==> config.mk <==
export PLATFORM = sky130hd
export DESIGN_NAME = mem_arbiter_flat
export DESIGN_NICKNAME = d
export VERILOG_FILES = /design/src/rtl/mem_arb_pkg.sv /design/src/rtl/mem_arbiter_if.sv /design/src/rtl/mem_arbiter_rr_arb2.sv /design/src/rtl/mem_arbiter.sv /design/src/flat_wrapper.sv
export SDC_FILE = /design/constraint.sdc
export NUM_CORES = 1
export LEC_CHECK = 0
export CAP_MARGIN = 10
export CORE_ASPECT_RATIO = 1.4
export CORE_MARGIN = 2
export CORE_UTILIZATION = 40
export CTS_BUF_LIST = sky130_fd_sc_hd__clkbuf_8
export DETAILED_ROUTE_END_ITERATION = 8
export PLACE_DENSITY = 0.9
export SLEW_MARGIN = 20
export SYNTH_ARGS = -nofsm -noshare
export SYNTH_HDL_FRONTEND = slang
export SYNTH_HIERARCHICAL = 1
export SYNTH_SLANG_ARGS = --single-unit
==> constraint.sdc <==
create_clock -name clk -period 2.6 [get_ports clk]
set_clock_uncertainty 0.1 [all_clocks]
set_input_delay 0.39 -clock clk [delete_from_list [all_inputs] [get_ports clk]]
set_output_delay 0.39 -clock clk [all_outputs]
set_load 0.005 [all_outputs]
==> src/rtl/mem_arb_pkg.sv <==
// Shared constants and types for the data-memory arbiter.
package mem_arb_pkg;

    localparam int ADDR_W_DEF = 8;
    localparam int DATA_W_DEF = 8;

    // Read-only window: map index, adjacency lists and LED patterns.
    localparam int unsigned MAP_BASE = 33;
    localparam int unsigned LED_END  = 224;

    typedef enum logic {
        PORT_CPU  = 1'b0,
        PORT_HOST = 1'b1
    } port_id_e;

endpackage

==> src/rtl/mem_arbiter_if.sv <==
// Requester handshakes and memory pins of the arbiter, bundled as one interface.
interface mem_arbiter_if
    import mem_arb_pkg::*;
#(
    parameter int ADDR_W = ADDR_W_DEF,
    parameter int DATA_W = DATA_W_DEF
);
    // Port 0: CPU load/store unit
    logic              m0_req;
    logic              m0_we;
    logic [ADDR_W-1:0] m0_addr;
    logic [DATA_W-1:0] m0_wdata;
    logic              m0_lock;
    logic              m0_gnt;
    logic              m0_ack;
    logic [DATA_W-1:0] m0_rdata;
    logic              m0_err;

    // Port 1: host/debug loader
    logic              m1_req;
    logic              m1_we;
    logic [ADDR_W-1:0] m1_addr;
    logic [DATA_W-1:0] m1_wdata;
    logic              m1_gnt;
    logic              m1_ack;
    logic [DATA_W-1:0] m1_rdata;
    logic              m1_err;

    // Single-port memory pins
    logic              mem_we;
    logic [ADDR_W-1:0] mem_addr;
    logic [DATA_W-1:0] mem_wdata;
    logic [DATA_W-1:0] mem_rdata;

    // Environment side: requesters and the memory itself
    modport master (
        output m0_req, m0_we, m0_addr, m0_wdata, m0_lock,
        input  m0_gnt, m0_ack, m0_rdata, m0_err,
        output m1_req, m1_we, m1_addr, m1_wdata,
        input  m1_gnt, m1_ack, m1_rdata, m1_err,
        input  mem_we, mem_addr, mem_wdata,
        output mem_rdata
    );

    // Arbiter side
    modport slave (
        input  m0_req, m0_we, m0_addr, m0_wdata, m0_lock,
        output m0_gnt, m0_ack, m0_rdata, m0_err,
        input  m1_req, m1_we, m1_addr, m1_wdata,
        output m1_gnt, m1_ack, m1_rdata, m1_err,
        output mem_we, mem_addr, mem_wdata,
        input  mem_rdata
    );

endinterface

==> src/rtl/mem_arbiter_rr_arb2.sv <==
// Two-input round-robin picker with a port-0 priority lock.
module rr_arb2
    import mem_arb_pkg::*;
(
    input  logic clk,
    input  logic rst,
    input  logic i_req0,
    input  logic i_req1,
    input  logic i_lock0,
    output logic o_gnt0,
    output logic o_gnt1
);

    port_id_e r_last_grant;
    logic     w_gnt0;
    logic     w_gnt1;

    // Pick a winner this cycle; nothing is granted while reset is held
    always_comb begin
        w_gnt0 = 1'b0;
        w_gnt1 = 1'b0;
        if (!rst) begin
            if (i_req0 && i_req1) begin
                if (i_lock0 || (r_last_grant == PORT_HOST)) begin
                    w_gnt0 = 1'b1;
                end else begin
                    w_gnt1 = 1'b1;
                end
            end else begin
                w_gnt0 = i_req0;
                w_gnt1 = i_req1;
            end
        end
    end

    assign o_gnt0 = w_gnt0;
    assign o_gnt1 = w_gnt1;

    // Remember the last winner; reset favours port 0 for the first contest
    always_ff @(posedge clk) begin
        if (rst) begin
            r_last_grant <= PORT_HOST;
        end else if (w_gnt0) begin
            r_last_grant <= PORT_CPU;
        end else if (w_gnt1) begin
            r_last_grant <= PORT_HOST;
        end
    end

endmodule

==> src/rtl/mem_arbiter.sv <==
// Shares the single-port data memory between the CPU and the host loader:
// grant in cycle N, memory access in N+1, ack with read data in N+2.
module mem_arbiter
    import mem_arb_pkg::*;
#(
    parameter int          ADDR_W  = ADDR_W_DEF,
    parameter int          DATA_W  = DATA_W_DEF,
    parameter logic        PROT_EN = 1'b1,
    parameter int unsigned PROT_LO = MAP_BASE,
    parameter int unsigned PROT_HI = LED_END
) (
    input  logic          clk,
    input  logic          rst,
    mem_arbiter_if.slave  bus
);

    logic              w_gnt0;
    logic              w_gnt1;
    logic              w_gnt_any;
    logic              w_we_p0;
    logic [ADDR_W-1:0] w_addr_p0;
    logic [DATA_W-1:0] w_wdata_p0;
    logic              w_prot_p0;

    logic              r_mem_we_p1;
    logic [ADDR_W-1:0] r_mem_addr_p1;
    logic [DATA_W-1:0] r_mem_wdata_p1;
    logic              r_vld_p1;
    port_id_e          r_port_p1;
    logic              r_prot_p1;

    logic              r_ack0_p2;
    logic              r_ack1_p2;
    logic              r_err0_p2;
    logic              r_err1_p2;
    logic [DATA_W-1:0] r_rdata0_p2;
    logic [DATA_W-1:0] r_rdata1_p2;

    // A write into the read-only window is dropped; reads always pass.
    function automatic logic prot_hit(input logic we, input logic [ADDR_W-1:0] addr);
        prot_hit = PROT_EN && we && (32'(addr) >= PROT_LO) && (32'(addr) <= PROT_HI);
    endfunction

    rr_arb2 u_rr (
        .clk     (clk),
        .rst     (rst),
        .i_req0  (bus.m0_req),
        .i_req1  (bus.m1_req),
        .i_lock0 (bus.m0_lock),
        .o_gnt0  (w_gnt0),
        .o_gnt1  (w_gnt1)
    );

    assign w_gnt_any  = w_gnt0 | w_gnt1;
    assign w_we_p0    = w_gnt1 ? bus.m1_we    : bus.m0_we;
    assign w_addr_p0  = w_gnt1 ? bus.m1_addr  : bus.m0_addr;
    assign w_wdata_p0 = w_gnt1 ? bus.m1_wdata : bus.m0_wdata;
    assign w_prot_p0  = prot_hit(w_we_p0, w_addr_p0);

    assign bus.m0_gnt = w_gnt0;
    assign bus.m1_gnt = w_gnt1;

    // Stage 0 -> 1: drive the memory pins from the winner and tag the access
    always_ff @(posedge clk) begin
        if (rst) begin
            r_mem_we_p1    <= 1'b0;
            r_mem_addr_p1  <= '0;
            r_mem_wdata_p1 <= '0;
            r_vld_p1       <= 1'b0;
            r_port_p1      <= PORT_CPU;
            r_prot_p1      <= 1'b0;
        end else begin
            r_vld_p1    <= w_gnt_any;
            r_mem_we_p1 <= w_gnt_any && w_we_p0 && !w_prot_p0;
            if (w_gnt_any) begin
                r_mem_addr_p1  <= w_addr_p0;
                r_mem_wdata_p1 <= w_wdata_p0;
                r_port_p1      <= w_gnt1 ? PORT_HOST : PORT_CPU;
                r_prot_p1      <= w_prot_p0;
            end
        end
    end

    // The memory commits on the same edge that applies reset, so mem_we is
    // gated by rst to discard an in-flight write.
    assign bus.mem_we    = r_mem_we_p1 && !rst;
    assign bus.mem_addr  = r_mem_addr_p1;
    assign bus.mem_wdata = r_mem_wdata_p1;

    // Stage 1 -> 2: capture memory read data and strobe ack on the issuing port
    always_ff @(posedge clk) begin
        if (rst) begin
            r_ack0_p2   <= 1'b0;
            r_ack1_p2   <= 1'b0;
            r_err0_p2   <= 1'b0;
            r_err1_p2   <= 1'b0;
            r_rdata0_p2 <= '0;
            r_rdata1_p2 <= '0;
        end else begin
            r_ack0_p2 <= r_vld_p1 && (r_port_p1 == PORT_CPU);
            r_ack1_p2 <= r_vld_p1 && (r_port_p1 == PORT_HOST);
            r_err0_p2 <= r_vld_p1 && (r_port_p1 == PORT_CPU)  && r_prot_p1;
            r_err1_p2 <= r_vld_p1 && (r_port_p1 == PORT_HOST) && r_prot_p1;
            if (r_vld_p1 && (r_port_p1 == PORT_CPU)) begin
                r_rdata0_p2 <= bus.mem_rdata;
            end
            if (r_vld_p1 && (r_port_p1 == PORT_HOST)) begin
                r_rdata1_p2 <= bus.mem_rdata;
            end
        end
    end

    assign bus.m0_ack   = r_ack0_p2;
    assign bus.m1_ack   = r_ack1_p2;
    assign bus.m0_err   = r_err0_p2;
    assign bus.m1_err   = r_err1_p2;
    assign bus.m0_rdata = r_rdata0_p2;
    assign bus.m1_rdata = r_rdata1_p2;

endmodule

==> src/flat_wrapper.sv <==
// flat-port wrapper written by rule: the top's interface ports become plain ports
module mem_arbiter_flat import mem_arb_pkg::*;
#(
    parameter int          ADDR_W  = ADDR_W_DEF,
    parameter int          DATA_W  = DATA_W_DEF,
    parameter logic        PROT_EN = 1'b1,
    parameter int unsigned PROT_LO = MAP_BASE,
    parameter int unsigned PROT_HI = LED_END
)
  (clk, rst, bus_m0_req, bus_m0_we, bus_m0_addr, bus_m0_wdata, bus_m0_lock, bus_m0_gnt, bus_m0_ack, bus_m0_rdata, bus_m0_err, bus_m1_req, bus_m1_we, bus_m1_addr, bus_m1_wdata, bus_m1_gnt, bus_m1_ack, bus_m1_rdata, bus_m1_err, bus_mem_we, bus_mem_addr, bus_mem_wdata, bus_mem_rdata);
  mem_arbiter_if #(.ADDR_W(ADDR_W), .DATA_W(DATA_W)) bus_i ();
  input  logic clk;
  input  logic rst;
  input wire logic [$bits(bus_i.m0_req)-1:0] bus_m0_req;
  input wire logic [$bits(bus_i.m0_we)-1:0] bus_m0_we;
  input wire logic [$bits(bus_i.m0_addr)-1:0] bus_m0_addr;
  input wire logic [$bits(bus_i.m0_wdata)-1:0] bus_m0_wdata;
  input wire logic [$bits(bus_i.m0_lock)-1:0] bus_m0_lock;
  output wire logic [$bits(bus_i.m0_gnt)-1:0] bus_m0_gnt;
  output wire logic [$bits(bus_i.m0_ack)-1:0] bus_m0_ack;
  output wire logic [$bits(bus_i.m0_rdata)-1:0] bus_m0_rdata;
  output wire logic [$bits(bus_i.m0_err)-1:0] bus_m0_err;
  input wire logic [$bits(bus_i.m1_req)-1:0] bus_m1_req;
  input wire logic [$bits(bus_i.m1_we)-1:0] bus_m1_we;
  input wire logic [$bits(bus_i.m1_addr)-1:0] bus_m1_addr;
  input wire logic [$bits(bus_i.m1_wdata)-1:0] bus_m1_wdata;
  output wire logic [$bits(bus_i.m1_gnt)-1:0] bus_m1_gnt;
  output wire logic [$bits(bus_i.m1_ack)-1:0] bus_m1_ack;
  output wire logic [$bits(bus_i.m1_rdata)-1:0] bus_m1_rdata;
  output wire logic [$bits(bus_i.m1_err)-1:0] bus_m1_err;
  output wire logic [$bits(bus_i.mem_we)-1:0] bus_mem_we;
  output wire logic [$bits(bus_i.mem_addr)-1:0] bus_mem_addr;
  output wire logic [$bits(bus_i.mem_wdata)-1:0] bus_mem_wdata;
  input wire logic [$bits(bus_i.mem_rdata)-1:0] bus_mem_rdata;
  assign bus_i.m0_req = bus_m0_req;
  assign bus_i.m0_we = bus_m0_we;
  assign bus_i.m0_addr = bus_m0_addr;
  assign bus_i.m0_wdata = bus_m0_wdata;
  assign bus_i.m0_lock = bus_m0_lock;
  assign bus_m0_gnt = bus_i.m0_gnt;
  assign bus_m0_ack = bus_i.m0_ack;
  assign bus_m0_rdata = bus_i.m0_rdata;
  assign bus_m0_err = bus_i.m0_err;
  assign bus_i.m1_req = bus_m1_req;
  assign bus_i.m1_we = bus_m1_we;
  assign bus_i.m1_addr = bus_m1_addr;
  assign bus_i.m1_wdata = bus_m1_wdata;
  assign bus_m1_gnt = bus_i.m1_gnt;
  assign bus_m1_ack = bus_i.m1_ack;
  assign bus_m1_rdata = bus_i.m1_rdata;
  assign bus_m1_err = bus_i.m1_err;
  assign bus_mem_we = bus_i.mem_we;
  assign bus_mem_addr = bus_i.mem_addr;
  assign bus_mem_wdata = bus_i.mem_wdata;
  assign bus_i.mem_rdata = bus_mem_rdata;
  mem_arbiter #(.ADDR_W(ADDR_W), .DATA_W(DATA_W), .PROT_EN(PROT_EN), .PROT_LO(PROT_LO), .PROT_HI(PROT_HI)) u_core (.clk(clk), .rst(rst), .bus(bus_i));
endmodule
==> flow_metrics.tcl, run 1 <==
set metrics [dict create \
    timing.fmax_mhz 391 \
    rsz0062_at_grt "false" \
    critPathMaxStageDelay_ns 0.52 \
    yosysTopAreaCell "dfxtp_1" \
    setup_viol 0 \
    setup_ws_ns 0.0424 \
    hold_viol 0 \
    max_slew_margin 0.639 \
    drt-initial-drc-count 71 \
    synth_seq_cells 41 \
    setup_tns_ns 0 \
    clock_latency_ns 0.29 \
    slowest_stage "clkdlybuf4s50_1" \
    netlist_area_um2 1660 \
    cts-root-buf "clkbuf_8" \
    busiest_layer "met2" \
    cp.required_ns 2.11 \
    design.die.area_um2 4680 \
    firstDrtPassIters 4 \
    area.growth.synth_to_final_pct 62.5 \
    finalCritPeriodShare 0.984 \
    antenna_found_initial 0 \
    grtUsageMet3 0.0741 \
    layout-drive-gt1-share 0.0662 \
    yosys_warnings 6 \
    cts.clk_slew.worst_paths_ns 0.07 \
    crit_buf_inv 3 \
    wl_um 4380 \
    cts_tree "yes" \
    cpLargestDelayFamily "buffers and inverters" \
    grt_usage 0.193 \
    drv_cap 0 \
    critPathMaxFanout 9 \
    drtAntennaViolNets 0 \
    worst_ir_drop_vdd_v 0.000506 \
    synth_nets 247 \
    diodes 0 \
    critPathLaunchType "primary input" \
    grt_first_pass_wirelength_um 7050 \
    worst_pin_slew_ns 0.541 \
    met2_usage 0.373 \
    cp.arrival_ns 2.07 \
    port_buffers 85 \
    cts_buffers 5 \
    dpl.hpwl_um 3260 \
    worstSetupPathType "in2out" \
    leakage_nw 1.00 \
    syn-mean-instance-area_um2 8.29 \
    syn_inst 200 \
    synth_cell_types 27 \
    avgViaCountPerCell 5.07 \
    htreeDepth 2 \
    worst_setup_path_end_kind "output port" \
    grt_max_degree 41 \
    fin_crit_ns 2.56 \
    yosysSeqAreaShare 0.495 \
    cts.sinks 41 \
    p_per_area_nw_per_um2 539 \
    dieHeight_um 80.2 \
    drc_errors 0 \
    core_um2 3950 \
    maxSlewViolCount 0 \
    row_count 27 \
    min_path_type "reg2reg" \
    met1_usage 0.183 \
    pre_cts_ws_ns -0.0609 \
    synth_top_area_share 0.495 \
    gp_congestion 0.747 \
    dieWidth_um 58.4 \
    status "finished, final reports clean" \
    pin_count 86 \
    synthTopCellsByArea "dfxtp_1 50%, mux2i_1 10%, a21oi_1 10%, nor2_1 8.6%, nand2_1 7.5%" \
    cp_cell_sequence "clkdlybuf4s50_1 -> o21ai_0 -> and3b_2 -> buf_4 -> clkdlybuf4s50_1" \
    wl_per_cell_um 13.3 \
    placed_cell_area_um2 2570 \
    finalNetCount 333 \
    grt_overflow_total 0 \
    fin_area_um2 2690 \
    clockBufferDepth 2 \
    via_count 1674 \
    cp_common_cell "clkdlybuf4s50_1" \
    start_util 0.419 \
    grt_pass1_vias 1694 \
]
cell usage after synthesis:
cell type and number:
nand2b_1 3, a211oi_1 1, nor2b_1 4, nor2_1 38, nor4b_1 1, nand2_1 33
or4_4 1, and2_1 1, a31o_1 1, clkbuf_1 8, o211ai_1 1, a21boi_1 1
o21ai_0 1, buf_6 1, inv_1 1, o22a_1 1, dfxtp_1 41, mux2i_1 17
nor3_1 3, buf_1 2, nor3_2 1, a21oi_1 33, nor4_1 1, nor3b_1 1
buf_2 2, o32a_1 1, and3b_1 1
state kept, by name, indices dropped and copies added, names as in the netlist:
register                  count
u_core/bus.mem_addr           8
u_core/r_prot_p1              1
u_core/r_vld_p1               1
u_core/bus.m0_ack             1
u_core/bus.mem_wdata          8
u_core/bus.m1_rdata           8
u_core/bus.m1_err             1
u_core/bus.m0_rdata           8
u_core/bus.m1_ack             1
u_core/bus.m0_err             1
u_core/r_port_p1              1
u_core/u_rr/r_last_grant      1
u_core/r_mem_we_p1            1
routing by layer:
layer,share of wire,up-vias
met3,0.083,6
met2,0.54,65
met1,0.36,765
met5,0,-
met4,0.012,0
li1,-,838
final cells by class:
class | instances | area, µm²
clock inverters | 2 | 37.5
well taps | 43 | 53.8
multi-input cells | 145 | 779
fillers | 326 | 1260
inverters | 1 | 3.75
clock buffers | 6 | 82.6
repair buffers | 92 | 916
flip-flops and latches | 41 | 821
power by group:
group | internal [W] | leakage (nW) | switching [W]
sequential | 0.000657 | 0.334 | 0.0000150
clock | 0.000312 | 0.0574 | 0.000216
combinational | 0.000154 | 0.613 | 0.0000985
placed cells by master, fill, tap and decap left out, types with 3 or more instances in the layout:
cell and instances:
nor3_1 3, buf_4 6, nor2b_1 4, nand2b_1 3, dfxtp_1 41, clkdlybuf4s50_1 85, nor2_1 38, clkbuf_8 6
mux2i_1 17, nand2_1 33, a21oi_1 32
per-stage QoR:
stage,hold WS [ns],power [W],utilization,instances
floorplan,0.353,0.000784,-,200
global placement,0.342,0.000931,0.651,322
detailed placement,0.347,0.000938,0.651,322
CTS,0.358,0.00147,0.682,330
global route,0.384,0.00152,0.682,330
finish,0.355,0.00145,0.682,330
path summary, 6_finish.rpt:
check | start | endpoint | slack, ns | cells past startpoint
hold / removal | u_core/bus.m1_rdata[7] | u_core/bus.m1_rdata[7] | 0.36 | 2
setup / recovery | bus_m0_lock | bus_m1_gnt | 0.04 | 5
hold reg to reg | u_core/bus.m1_rdata[7] | u_core/bus.m1_rdata[7] | 0.36 | 2
setup reg to reg | u_core/u_rr/r_last_grant | u_core/r_prot_p1 | 0.49 | 6
worst reg2reg max path: stages, from the launching register on:
cell,delay [ns]
dfxtp_1,0.33
o21ai_0,0.22
and3b_2,0.34
nor3_2,0.08
o22a_1,0.21
or4_4,0.52
a31o_1,0.22
cell families (layout without fill, tap and decap cells):
| group | after synthesis | in the layout | share of synthesized area |
|---|---|---|---|
| buffers and inverters | 14 | 101 | 0.0377 |
| AOI/OAI and AO/OA | 40 | 40 | 0.133 |
| and+or+nand+nor | 88 | 88 | 0.232 |
| muxes | 17 | 17 | 0.103 |
| DFF | 41 | 41 | 0.495 |
what timing repair did:
action	4_1_cts	5_1_grt
endpoints found under the setup margin	1	1
resized for setup	1	0
buffers inserted	0	0
hold buffers	0	0
pin swaps	0	1
(Power assumes the default switching activity.)
==> inputs of run 2 (changes only) <==
Settings changed: ABC_AREA set to 1, CORE_UTILIZATION 40 to 42, PLACE_DENSITY 0.9 to 0.91.
==> run 2 against run 1 <==
Highest routed layer unchanged. Via count up 14%. Synthesized area increased by 9.5%. Flip-flop and latch count unchanged. Largest cell class unchanged. Synthesized cell count grew 36%.
==> flow_metrics.tcl, run 2 <==
set metrics [dict create \
    status "finished, final reports clean" \
    synth_seq_cells 41 \
    placed_cell_area_um2 2690 \
    diodes 0 \
    yosys_warnings 6 \
    p_per_area_nw_per_um2 518 \
    drt-initial-drc-count 73 \
    area.growth.synth_to_final_pct 54.0 \
    maxSlewViolCount 0 \
    worst_pin_slew_ns 0.435 \
    final.fill_count 357 \
    grt_pass1_vias 1676 \
    dieWidth_um 59.6 \
    design.die.area_um2 4870 \
    drv_cap 0 \
    yosysTopAreaCell "dfxtp_1" \
    setup_viol 0 \
    grt_usage 0.188 \
    cp.required_ns 2.11 \
    worstSetupPathType "in2out" \
    min_path_type "reg2reg" \
    wl_um 4540 \
    grt_overflow_total 0 \
    via_count 1914 \
    antenna_found_initial 0 \
    netlist_area_um2 1820 \
    mostFrequentLayoutCells "88 x nand2_1, 85 x clkdlybuf4s50_1, 45 x nor2_1, 41 x dfxtp_1, 31 x inv_1" \
    dpl.hpwl_um 3460 \
    pin_count 86 \
    ctsResizeCount 0 \
    critPathLaunchType "primary input" \
    rsz0062_at_grt "false" \
    layout-drive-gt1-share 0.0476 \
    synth_ff_type "dfxtp_1" \
    async_flop_share 0 \
    hold_viol 0 \
    fin_area_um2 2800 \
    firstDrtPassIters 5 \
    cts.sinks 41 \
    wl_per_cell_um 11.3 \
    dieHeight_um 81.8 \
    avgViaCountPerCell 4.76 \
    cts.clk_slew.worst_paths_ns 0.07 \
    grt_max_degree 26 \
    finalNetCount 404 \
    cts-root-buf "clkbuf_8" \
    worst_setup_path_end_kind "output port" \
    timing.fmax_mhz 433 \
    final_common_cell "nand2_1" \
    drtAntennaViolNets 0 \
    syn_inst 272 \
    port_buffers 85 \
    drc_errors 0 \
    syn-mean-instance-area_um2 6.67 \
    yosysSeqAreaShare 0.452 \
    cts_setup_buffers 0 \
    gp_congestion 0.804 \
    leakage_nw 1.28 \
    fin_crit_ns 2.31 \
    synth_top_area_share 0.452 \
    htreeDepth 2 \
    synthTopCellsByArea "dfxtp_1 45%, nand2_1 18%, nor2_1 9.3%, o21ai_0 7.2%, inv_1 6.4%" \
    synth_edf_count 0 \
    cts_hold_buf 0 \
    clock_latency_ns 0.28 \
    start_util 0.432 \
    clockBufferDepth 2 \
    netlist_top_cells_count "88 x nand2_1, 45 x nor2_1, 41 x dfxtp_1" \
    critPathMaxFanout 3 \
    finalCritPeriodShare 0.888 \
    synth_cell_types 22 \
    grt_first_pass_wirelength_um 6970 \
    core_um2 4200 \
    worst_ir_drop_vdd_v 0.000282 \
    synth_nets 319 \
    synth_most_common_cell "nand2_1" \
    cts_buffers 5 \
    cts_tree "yes" \
    setup_tns_ns 0 \
    row_count 28 \
    cp.arrival_ns 1.82 \
    max_slew_margin 0.710 \
]
[run 2: cell types whose count changed after synthesis, moves of 2 or more]
cell      previous run  this run
inv_1                1        31
nor2b_1              4         0
nand2_1             33        88
nor2_1              38        45
a21oi_1             33         9
mux2i_1             17         0
buf_1                2         0
nand3_1              0        10
clkbuf_1             8         5
nand2b_1             3         0
o21ai_0              1        26
[run 2: critical path, stage by stage]
cell             delay (ns)
clkdlybuf4s50_1        0.46
inv_1                  0.13
nand2_1                0.07
a21oi_1                0.23
clkdlybuf4s50_1        0.55
[run 2: path summary, 6_finish.rpt]
check / start / end / slack [ns] / depth (start not counted)
worst max-delay path: rst / bus_m0_gnt / 0.29 / 5
worst min-delay path: u_core/r_prot_p1 / u_core/bus.m1_err / 0.38 / 2
worst min register to register: u_core/r_prot_p1 / u_core/bus.m1_err / 0.38 / 2
worst max register to register: u_core/u_rr/r_last_grant / u_core/r_mem_we_p1 / 0.77 / 15
[run 2: where the power goes]
group          internal [W]  total [W]  leakage [nW]  switching (W)
registers          0.000664   0.000683         0.336      0.0000189
logic              0.000162   0.000285         0.886       0.000124
clock network      0.000279   0.000480        0.0540       0.000201
[run 2: logic make-up after synthesis]
kind of cell / share of synthesized area
simple gates: 0.323
buf+inv: 0.112
flops: 0.452
compound gates: 0.113
[run 2: per-layer routing]
metal | GRT usage | wire (µm) | up-vias
met5 | 0 | 0 | -
met4 | 0.0800 | 90 | 0
met3 | 0.0520 | 273 | 8
met2 | 0.343 | 2430 | 67
met1 | 0.196 | 1740 | 843
li1 | - | - | 996
[run 2: area by class of cell]
cell class	count	area [µm²]	area share
repair buffers	89	893	0.320
flip-flops and latches	41	821	0.294
multi-input cells	187	792	0.283
inverters	33	129	0.0461
clock buffers	5	68.8	0.0246
well taps	45	56.3	0.0201
clock inverters	2	35.0	0.0125
[run 2: per-stage QoR]
stage	setup WS, ns	hold slack [ns]	instances	util	power [W]
2_1_floorplan	0.881	0.333	272	-	0.000818
3_3_place_gp	0.290	0.360	395	0.640	0.000973
3_5_place_dp	0.218	0.366	395	0.640	0.000981
4_1_cts	0.268	0.379	402	0.665	0.00146
5_1_grt	0.177	0.404	402	0.665	0.00152
6_report	0.291	0.378	402	0.665	0.00145
